<file path="src/rtl/uart_arb_pkg.sv">
// Shared types and helpers for the uart_mmio round-robin bus arbiter.
// Holds the FSM state encoding, the timeout read-data default and the grant-index width helper.
package uart_arb_pkg;

    typedef enum logic [1:0] {
        ST_IDLE  = 2'd0,
        ST_ISSUE = 2'd1,
        ST_WAIT  = 2'd2,
        ST_RESP  = 2'd3
    } arb_state_t;

    localparam logic [31:0] ERR_RDATA_DEFAULT = 32'hDEAD_BEEF;

    // A single requester still needs a one-bit index to keep port widths legal.
    function automatic int grant_width(input int n);
        return (n > 1) ? $clog2(n) : 1;
    endfunction

endpackage

</file>
<file path="src/rtl/uart_bus_arbiter_if.sv">
// Native mem-bus link between the arbiter and the uart_mmio slave port.
// Handshake: the arbiter pulses s_mem_valid for exactly one cycle per transaction with
// addr/wdata/wstrb/instr stable; the slave answers later with a one-cycle s_mem_ready
// carrying s_mem_rdata. There is no backpressure on the strobe itself.
interface uart_bus_arbiter_if;
    logic        s_mem_valid;
    logic        s_mem_instr;
    logic [31:0] s_mem_addr;
    logic [31:0] s_mem_wdata;
    logic [3:0]  s_mem_wstrb;
    logic        s_mem_ready;
    logic [31:0] s_mem_rdata;

    modport master (
        output s_mem_valid, s_mem_instr, s_mem_addr, s_mem_wdata, s_mem_wstrb,
        input  s_mem_ready, s_mem_rdata
    );

    modport slave (
        input  s_mem_valid, s_mem_instr, s_mem_addr, s_mem_wdata, s_mem_wstrb,
        output s_mem_ready, s_mem_rdata
    );
endinterface

</file>
<file path="src/rtl/uart_arb_rr_pick.sv">
// Combinational rotating-priority encoder: returns the first asserted request at or
// after ptr, scanning upward modulo N. Kept standalone for reuse by other schedulers.
module uart_arb_rr_pick
    import uart_arb_pkg::*;
#(
    parameter int N = 2,
    parameter int W = grant_width(N)
) (
    input  logic [N-1:0] req,
    input  logic [W-1:0] ptr,
    output logic         found,
    output logic [W-1:0] index
);

    logic [W:0] cand;

    always_comb begin
        found = 1'b0;
        index = '0;
        cand  = '0;
        for (int i = 0; i < N; i++) begin
            cand = {1'b0, ptr} + (W+1)'(i);
            if (cand >= (W+1)'(N)) begin
                cand = cand - (W+1)'(N);
            end
            if (!found && req[cand[W-1:0]]) begin
                found = 1'b1;
                index = cand[W-1:0];
            end
        end
    end

endmodule

</file>
<file path="src/rtl/uart_bus_arbiter.sv">
// Round-robin arbiter sharing one uart_mmio slave among NUM_MASTERS held-valid requesters,
// turning each request into a single-cycle slave strobe. Optional timeout: UART_ARB_TIMEOUT_EN.
module uart_bus_arbiter
    import uart_arb_pkg::*;
#(
    parameter int          NUM_MASTERS    = 2,
    parameter int          TIMEOUT_CYCLES = 1024,
    parameter logic [31:0] ERR_RDATA      = ERR_RDATA_DEFAULT,
    localparam int         GW             = grant_width(NUM_MASTERS)
) (
    input  logic                      clk,
    input  logic                      resetn,
    input  logic [NUM_MASTERS-1:0]    m_valid,
    input  logic [NUM_MASTERS-1:0]    m_instr,
    input  logic [32*NUM_MASTERS-1:0] m_addr,
    input  logic [32*NUM_MASTERS-1:0] m_wdata,
    input  logic [4*NUM_MASTERS-1:0]  m_wstrb,
    output logic [NUM_MASTERS-1:0]    m_ready,
    output logic [31:0]               m_rdata,
    uart_bus_arbiter_if.master        s_mem,
    output logic [GW-1:0]             grant_id,
    output logic                      busy,
    output logic                      timeout_err,
    output arb_state_t                dbg_state
);

    arb_state_t    state;
    logic [GW-1:0] rr_ptr;
    logic          pick_found;
    logic [GW-1:0] pick_idx;

    uart_arb_rr_pick #(
        .N (NUM_MASTERS),
        .W (GW)
    ) u_pick (
        .req   (m_valid),
        .ptr   (rr_ptr),
        .found (pick_found),
        .index (pick_idx)
    );

    assign dbg_state = state;

`ifdef UART_ARB_TIMEOUT_EN
    localparam int TW = $clog2(TIMEOUT_CYCLES) + 1;
    logic [TW-1:0] to_cnt;
    logic          to_err;
    assign timeout_err = to_err;
`else
    assign timeout_err = 1'b0;
`endif

    always_ff @(posedge clk) begin
        if (!resetn) begin
            state             <= ST_IDLE;
            rr_ptr            <= '0;
            grant_id          <= '0;
            busy              <= 1'b0;
            m_ready           <= '0;
            m_rdata           <= '0;
            s_mem.s_mem_valid <= 1'b0;
            s_mem.s_mem_instr <= 1'b0;
            s_mem.s_mem_addr  <= '0;
            s_mem.s_mem_wdata <= '0;
            s_mem.s_mem_wstrb <= '0;
`ifdef UART_ARB_TIMEOUT_EN
            to_cnt            <= '0;
            to_err            <= 1'b0;
`endif
        end else begin
            // Strobe and completion are pulses; only the transitions below raise them.
            s_mem.s_mem_valid <= 1'b0;
            m_ready           <= '0;
            case (state)
                ST_IDLE: begin
                    if (pick_found) begin
                        grant_id          <= pick_idx;
                        s_mem.s_mem_instr <= m_instr[pick_idx];
                        s_mem.s_mem_addr  <= m_addr[32*pick_idx +: 32];
                        s_mem.s_mem_wdata <= m_wdata[32*pick_idx +: 32];
                        s_mem.s_mem_wstrb <= m_wstrb[4*pick_idx +: 4];
                        s_mem.s_mem_valid <= 1'b1;
                        busy              <= 1'b1;
                        state             <= ST_ISSUE;
                    end
                end
                ST_ISSUE: begin
`ifdef UART_ARB_TIMEOUT_EN
                    to_cnt <= '0;
`endif
                    state <= ST_WAIT;
                end
                ST_WAIT: begin
                    if (s_mem.s_mem_ready) begin
                        m_rdata <= s_mem.s_mem_rdata;
                        m_ready <= NUM_MASTERS'(1) << grant_id;
                        state   <= ST_RESP;
`ifdef UART_ARB_TIMEOUT_EN
                    end else if (to_cnt == TW'(TIMEOUT_CYCLES - 1)) begin
                        m_rdata <= ERR_RDATA;
                        m_ready <= NUM_MASTERS'(1) << grant_id;
                        to_err  <= 1'b1;
                        state   <= ST_RESP;
                    end else begin
                        to_cnt <= to_cnt + TW'(1);
`endif
                    end
                end
                ST_RESP: begin
                    // Served master drops to lowest priority for the next arbitration.
                    rr_ptr <= (grant_id == GW'(NUM_MASTERS - 1)) ? '0 : grant_id + GW'(1);
                    busy   <= 1'b0;
                    state  <= ST_IDLE;
                end
                default: state <= ST_IDLE;
            endcase
        end
    end

endmodule

</file>
<file path="src/flat_wrapper.sv">
// flat-port wrapper written by rule: the top's interface ports become plain ports
module uart_bus_arbiter_flat import uart_arb_pkg::*;
#(
    parameter int          NUM_MASTERS    = 2,
    parameter int          TIMEOUT_CYCLES = 1024,
    parameter logic [31:0] ERR_RDATA      = ERR_RDATA_DEFAULT,
    localparam int         GW             = grant_width(NUM_MASTERS)
)
  (clk, resetn, m_valid, m_instr, m_addr, m_wdata, m_wstrb, m_ready, m_rdata, grant_id, busy, timeout_err, dbg_state, s_mem_s_mem_valid, s_mem_s_mem_instr, s_mem_s_mem_addr, s_mem_s_mem_wdata, s_mem_s_mem_wstrb, s_mem_s_mem_ready, s_mem_s_mem_rdata);
  uart_bus_arbiter_if s_mem_i ();
  input  logic clk;
  input  logic resetn;
  input  logic [NUM_MASTERS-1:0] m_valid;
  input  logic [NUM_MASTERS-1:0] m_instr;
  input  logic [32*NUM_MASTERS-1:0] m_addr;
  input  logic [32*NUM_MASTERS-1:0] m_wdata;
  input  logic [4*NUM_MASTERS-1:0] m_wstrb;
  output logic [NUM_MASTERS-1:0] m_ready;
  output logic [31:0] m_rdata;
  output logic [GW-1:0] grant_id;
  output logic busy;
  output logic timeout_err;
  output arb_state_t dbg_state;
  output wire logic [$bits(s_mem_i.s_mem_valid)-1:0] s_mem_s_mem_valid;
  output wire logic [$bits(s_mem_i.s_mem_instr)-1:0] s_mem_s_mem_instr;
  output wire logic [$bits(s_mem_i.s_mem_addr)-1:0] s_mem_s_mem_addr;
  output wire logic [$bits(s_mem_i.s_mem_wdata)-1:0] s_mem_s_mem_wdata;
  output wire logic [$bits(s_mem_i.s_mem_wstrb)-1:0] s_mem_s_mem_wstrb;
  input wire logic [$bits(s_mem_i.s_mem_ready)-1:0] s_mem_s_mem_ready;
  input wire logic [$bits(s_mem_i.s_mem_rdata)-1:0] s_mem_s_mem_rdata;
  assign s_mem_s_mem_valid = s_mem_i.s_mem_valid;
  assign s_mem_s_mem_instr = s_mem_i.s_mem_instr;
  assign s_mem_s_mem_addr = s_mem_i.s_mem_addr;
  assign s_mem_s_mem_wdata = s_mem_i.s_mem_wdata;
  assign s_mem_s_mem_wstrb = s_mem_i.s_mem_wstrb;
  assign s_mem_i.s_mem_ready = s_mem_s_mem_ready;
  assign s_mem_i.s_mem_rdata = s_mem_s_mem_rdata;
  uart_bus_arbiter #(.NUM_MASTERS(NUM_MASTERS), .TIMEOUT_CYCLES(TIMEOUT_CYCLES), .ERR_RDATA(ERR_RDATA)) u_core (.clk(clk), .resetn(resetn), .m_valid(m_valid), .m_instr(m_instr), .m_addr(m_addr), .m_wdata(m_wdata), .m_wstrb(m_wstrb), .m_ready(m_ready), .m_rdata(m_rdata), .s_mem(s_mem_i), .grant_id(grant_id), .busy(busy), .timeout_err(timeout_err), .dbg_state(dbg_state));
endmodule
</file>
<file path="config.mk">
export PLATFORM = sky130hd
export DESIGN_NAME = uart_bus_arbiter_flat
export DESIGN_NICKNAME = d
export VERILOG_FILES = /design/src/rtl/uart_arb_pkg.sv /design/src/rtl/uart_bus_arbiter_if.sv /design/src/rtl/uart_arb_rr_pick.sv /design/src/rtl/uart_bus_arbiter.sv /design/src/flat_wrapper.sv
export SDC_FILE = /design/constraint.sdc
export NUM_CORES = 1
export LEC_CHECK = 0
export CAP_MARGIN = 10
export CORE_ASPECT_RATIO = 2
export CORE_MARGIN = 10
export CORE_UTILIZATION = 41
export CTS_CLUSTER_SIZE = 30
export DETAILED_ROUTE_END_ITERATION = 6
export PLACE_DENSITY_LB_ADDON = 0.15
export SLEW_MARGIN = 10
export SYNTH_ARGS = -nofsm -noshare
export SYNTH_HDL_FRONTEND = slang
export SYNTH_SLANG_ARGS = --single-unit
export TNS_END_PERCENT = 5
</file>
<file path="constraint.sdc">
create_clock -name clk -period 2.6 [get_ports clk]
set_input_delay 0.52 -clock clk [delete_from_list [all_inputs] [get_ports clk]]
set_output_delay 0.52 -clock clk [all_outputs]
set_load 0.03 [all_outputs]
</file>
# Word-level counts from Yosys, hierarchy flattened
# Index checks and enable logic that the tools add are counted.
# totals
latchBits	0
reg_bits	109
out_inout_bits	109
mem_bits_ro	0
word_cells	58
ram_bits	0
in_bits	175
n_memories	0
# op_classes
muxes	19
div	0
shift	4
n_bitwise	0
mul	0
add_sub_neg	4
reduce_logical	10
order_cmp	5
n_eq_ne	5
# ops
operator	count
64-bit by 7-bit variable part select with 32-bit output	2
1-bit two-way mux	15
2-bit AND reduction	5
2-bit case mux with 4 select lines	1
8-bit by 4-bit variable part select with 4-bit output	1
1-bit by 2-bit < comparator with 1-bit output, second input constant	3
2-bit equality test, second input constant	2
2-bit two-way mux	2
3-bit AND reduction	1
1-bit by 1-bit adder with 2-bit output, second input constant	1
2-bit by 1-bit equality test with 1-bit output, second input constant	1
1-bit by 2-bit >= comparator with 1-bit output, second input constant	1
2-bit >= comparator, second input constant	1
2-bit zero test	1
2-bit by 1-bit != test with 1-bit output, second input constant	1
2-bit != test, second input constant	1
1-bit case mux with 2 select lines	1
2-bit nonzero test	1
1-bit by 1-bit left shift with 2-bit output, first input constant	1
1-bit subtractor, second input constant	2
1-bit adder, second input constant	1
1-bit logical AND	1
1-bit zero test	1

# Logic depth before layout (Yosys ltp)
# depth
word_depth	10
ltp_mapped	7
ltp_nobuf	5

# Cells and area by module
# From an unflattened synthesis, not the netlist that was laid out.
# unflattened
hier_cells	487
hier_area_um2	4660.7
# by_module_without_submodules
mod	area_per_inst_um2	instances	cells_each	seq_area_each_um2
uart_bus_arbiter	4643.2	1	484	2182.1
uart_arb_rr_pick	17.5	1	3	0.0

# Least setup slack after synthesis
# OpenSTA, ideal clock, no wires.
# synth_path
kind	register to register
startpoint	register u_core.state[0], in the netlist u_core.dbg_state[0]
endpoint	register u_core.m_ready[1]
t_required_ps	2485
setup_ps	115
path_slack_ps	995
synth_period_minus_slack_ps	1605
arrival_ps	1489
path_stages_with_launch	7
path_buffers	2
path_cell_list	dfxtp_1 > inv_1 > ha_1 > and2_1 > buf_2 > buf_2 > and3_1
# synth_via
elab_chain_len	2
# synth_rtl
item	line_no	rtl
start, declared	uart_bus_arbiter.sv:27	arb_state_t state;
start signal, assigned	uart_bus_arbiter.sv:55	state <= ST_IDLE;
start signal, assigned	uart_bus_arbiter.sv:84	state <= ST_ISSUE;
start signal, assigned	uart_bus_arbiter.sv:91	state <= ST_WAIT;
2-bit equality test	uart_bus_arbiter.sv:74	case (state)
3-bit AND reduction (no source line)	--	
end signal, assigned	uart_bus_arbiter.sv:96	m_ready <= NUM_MASTERS'(1) << grant_id;
end, declared	uart_bus_arbiter.sv:18	output logic [NUM_MASTERS-1:0] m_ready,
# No other way between the ends.
# A chain may end at the register's enable or synchronous reset.

# Worst setup path after layout
# layout_path
startpoint	register u_core.state[1], in the netlist u_core.dbg_state[1]
endpoint	output dbg_state[1]
# layout_lines
item	line_no	rtl
end, declared	flat_wrapper.sv:23	output arb_state_t dbg_state;
# No word-level cell between the ends.

==> results.py <==
metrics = {
    "detailed_routing": {
        "vias": 5491,
        "antenna_left": 0,
        "route.detailed.drc": 0,
        "wl_per_cell_um": 20.9,
        "dr.pass1.iters": 5,
        "drtIter0Drc": 323,
        "detail_route.vias_per_cell": 5.63,
        "wirelength_um": 20400,
    },
    "floorplan": {
        "die_w_um": 96.7,
        "fp.coreArea_um2": 11600,
        "die_h_um": 173,
        "fp-row-count": 56,
        "start_util_pct": 41.5,
        "die_area_um2": 16800,
        "ioPinCount": 284,
    },
    "clock_network": {
        "clock_sinks": 109,
        "clk_latency_ps": 350,
        "clk_pin_slew_ps": 70,
        "cts_setup_buffers": 0,
        "htree_levels": 3,
        "cts-buffers-inserted": 9,
        "hold_buffers": 0,
        "cts_max_path_buffers": 2,
        "cts_resized": 0,
        "root_buffer": "clkbuf_16",
        "cts_tree": "built",
    },
    "power": {
        "ir_drop_mv": 0.532,
        "powerDensity_nw_per_um2": 961,
        "p_leak_nw": 2.79,
    },
    "layout": {
        "final_cell_mix": "280 x clkdlybuf4s50_1, 128 x o21ai_0, 109 x dfxtp_1",
        "num-nets-final": 1003,
        "final_common_cell": "clkdlybuf4s50_1",
        "drive_above_1_share_pct": 4.83,
        "fill_cells": 1007,
        "area_delta_synth_final_pct": 62.7,
    },
    "worst_setup_path": {
        "r2r_cells": 6,
        "worst_ep_required_time_ps": 2080,
        "path_cells": "clkdlybuf4s50_1",
        "start_kind": "flop",
        "crit_family": "buffers and inverters",
        "crit_fanout": 5,
        "crit_path_top_delay_cell": "clkdlybuf4s50_1",
        "path_buf_inv": 1,
        "rr_endpoint": "u_core.s_mem.s_mem_wdata[11]",
        "r2r_slack_ps": 820,
        "worstSetupPathType": "flop to primary output",
        "cp.arrival_ps": 1530,
        "crit_path_end_kind": "primary output",
        "slowest_delay_ps": 740,
        "r2r_start": "u_core.dbg_state[1]",
    },
    "synth": {
        "syn_nets": 757,
        "seq_area_frac_synth_pct": 45.3,
        "synthCells": 578,
        "yosysTopAreaCell": "dfxtp_1",
        "synthXorXnorAreaFrac_pct": 0,
        "syn_area_um2": 4820,
        "synth_warnings": 0,
        "syn_avg_cell_area_um2": 8.34,
        "synth_fa_ha_area_share_pct": 1.04,
        "synth_top_area_share_pct": 45.3,
        "synth_compound_area_share_pct": 37.0,
        "synth_top_family_by_area": "compound AO/OA/AOI/OAI gates",
        "synth_top_flop_cell": "dfxtp_1",
        "synthArstFlopShare_pct": 0,
        "muxShareOfSynthArea_pct": 0.208,
        "synth-seq-cells": 109,
        "synth-edff-count": 0,
        "synth-simple-area-share_pct": 6.64,
        "yosys-top-cells-area": "dfxtp_1 45%, o21ai_0 13%, a31oi_1 9.0%, a21oi_1 7.3%, buf_6 5.4%",
        "synth_cell_types": 32,
    },
    "timing": {
        "finalSetupViolCount": 0,
        "rsz0062_at_grt": "false",
        "hold_violations": 0,
        "final.setup_skew_ps": 8.21,
        "report.final.slew_viol_count": 0,
        "finalCriticalPeriod_ps": 2050,
        "post-route-period-util_pct": 78.7,
        "maxSlewHeadroom_pct": 51.0,
        "timing.fmax_mhz": 489,
        "finalSetupTns_ps": 0,
        "worst_pin_slew_ps": 735,
        "whs_ps": 461,
    },
    "flow_run": {
        "maxCapViolCount": 0,
    },
    "grt": {
        "grt_pass1_vias": 5650,
        "grt-ovfl-total": 0,
        "grt_pass1_wl_um": 32100,
        "antenna_found_initial": 2,
        "grt_usage_pct": 23.2,
        "grt_max_degree": 67,
    },
    "placed_design": {
        "place_congestion": 0.870,
        "hpwl_um": 15200,
        "port_buffers": 282,
    },
    "hold_path": {
        "hp-start": "u_core.m_rdata[12]",
        "min_to": "u_core.m_rdata[12]",
        "worst_hold_path_type": "flop to flop",
        "hold_depth": 2,
    },
    "outcome": {
        "status": "completed",
    },
}
## synth_stat cells (2+ instances only)
master    number
clkbuf_1      17
a31oi_1       69
buf_2         19
a21oi_1       70
buf_1          2
nand2_1       68
o21ai_1       11
inv_1          4
ha_1           4
o21ai_0      128
dfxtp_1      109
nand2b_1       2
a21boi_0      32
buf_6         23
and2_1         3
## worst reg2reg max path: cells and delay by family (launching register included)
| family | cells | cell delay, ps |
|---|---|---|
| buffers and inverters | 2 | 330 |
| adder cells (fa/ha/maj) | 1 | 290 |
| AO/OA/AOI/OAI | 3 | 710 |
| flip-flops | 1 | 370 |
## per-stage QoR
step | instances | utilization, % | worst slack, ps | cell area [µm²] | total power, W
floorplan | 578 | - | 995 | 4820 | 0.00458
global placement | 958 | 64.7 | 458 | 7520 | 0.00598
detailed placement | 958 | 64.7 | 383 | 7520 | 0.00606
CTS | 973 | 67.4 | 546 | 7840 | 0.00758
global route | 975 | 67.4 | 527 | 7840 | 0.00794
finish | 975 | 67.4 | 554 | 7840 | 0.00753
## final cells by class
cell class	instances	area, µm²	area share [%]
multi-input cells	400	2170	27.7
flip-flops and latches	109	2180	27.8
diodes	2	5.00	0.0638
clock inverters	6	93.8	1.20
well taps	145	181	2.31
clock buffers	9	225	2.87
inverters	5	18.8	0.239
repair buffers	299	2970	37.8
## where the power goes
group / leakage (nW) / switching [W] / internal (W)
Sequential: 0.898 / 0.000243 / 0.00212
Clock: 0.153 / 0.000635 / 0.000848
Combinational: 1.74 / 0.00220 / 0.00149
Total: 2.79 / 0.00307 / 0.00446
## kinds of logic after synthesis
| group | after synthesis |
|---|---|
| flip-flops | 109 |
| other | 1 |
| multiplexers | 1 |
| buffers and inverters | 69 |
| AND/OR/NAND/NOR | 78 |
| AO/OA/AOI/OAI | 316 |
| adder cells (fa/ha/maj) | 4 |
## registers in the layout, indices dropped and copies added (netlist names)
register	flops
u_core.s_mem.s_mem_instr	1
u_core.s_mem.s_mem_wstrb	4
u_core.s_mem.s_mem_wdata	32
u_core.s_mem.s_mem_valid	1
u_core.m_ready	2
u_core.m_rdata	32
u_core.rr_ptr	1
u_core.grant_id	1
u_core.s_mem.s_mem_addr	32
u_core.busy	1
u_core.dbg_state	2
## worst max-delay path by stage
stage,startpoint,slack (ps),endpoint,cells past startpoint
final,u_core.dbg_state[1],550,dbg_state[1],1
after global routing,u_core.dbg_state[1],530,dbg_state[1],1
after global placement,m_valid[0],460,u_core.s_mem.s_mem_wstrb[3],5
after CTS,u_core.dbg_state[1],550,dbg_state[1],1
after detailed placement,m_valid[0],380,u_core.s_mem.s_mem_wdata[25],5
after floorplan,u_core.dbg_state[0],1000,u_core.m_ready[1],6
## layer usage
layer | wire [µm] | share of wire (%) | global-route usage [%]
met3 | 1570 | 7.7 | 6.99
met1 | 7290 | 36 | 23.8
met5 | 0 | 0 | 0
met4 | 1100 | 5.4 | 13.5
met2 | 10400 | 51 | 40.5
(Power assumes the default switching activity.)
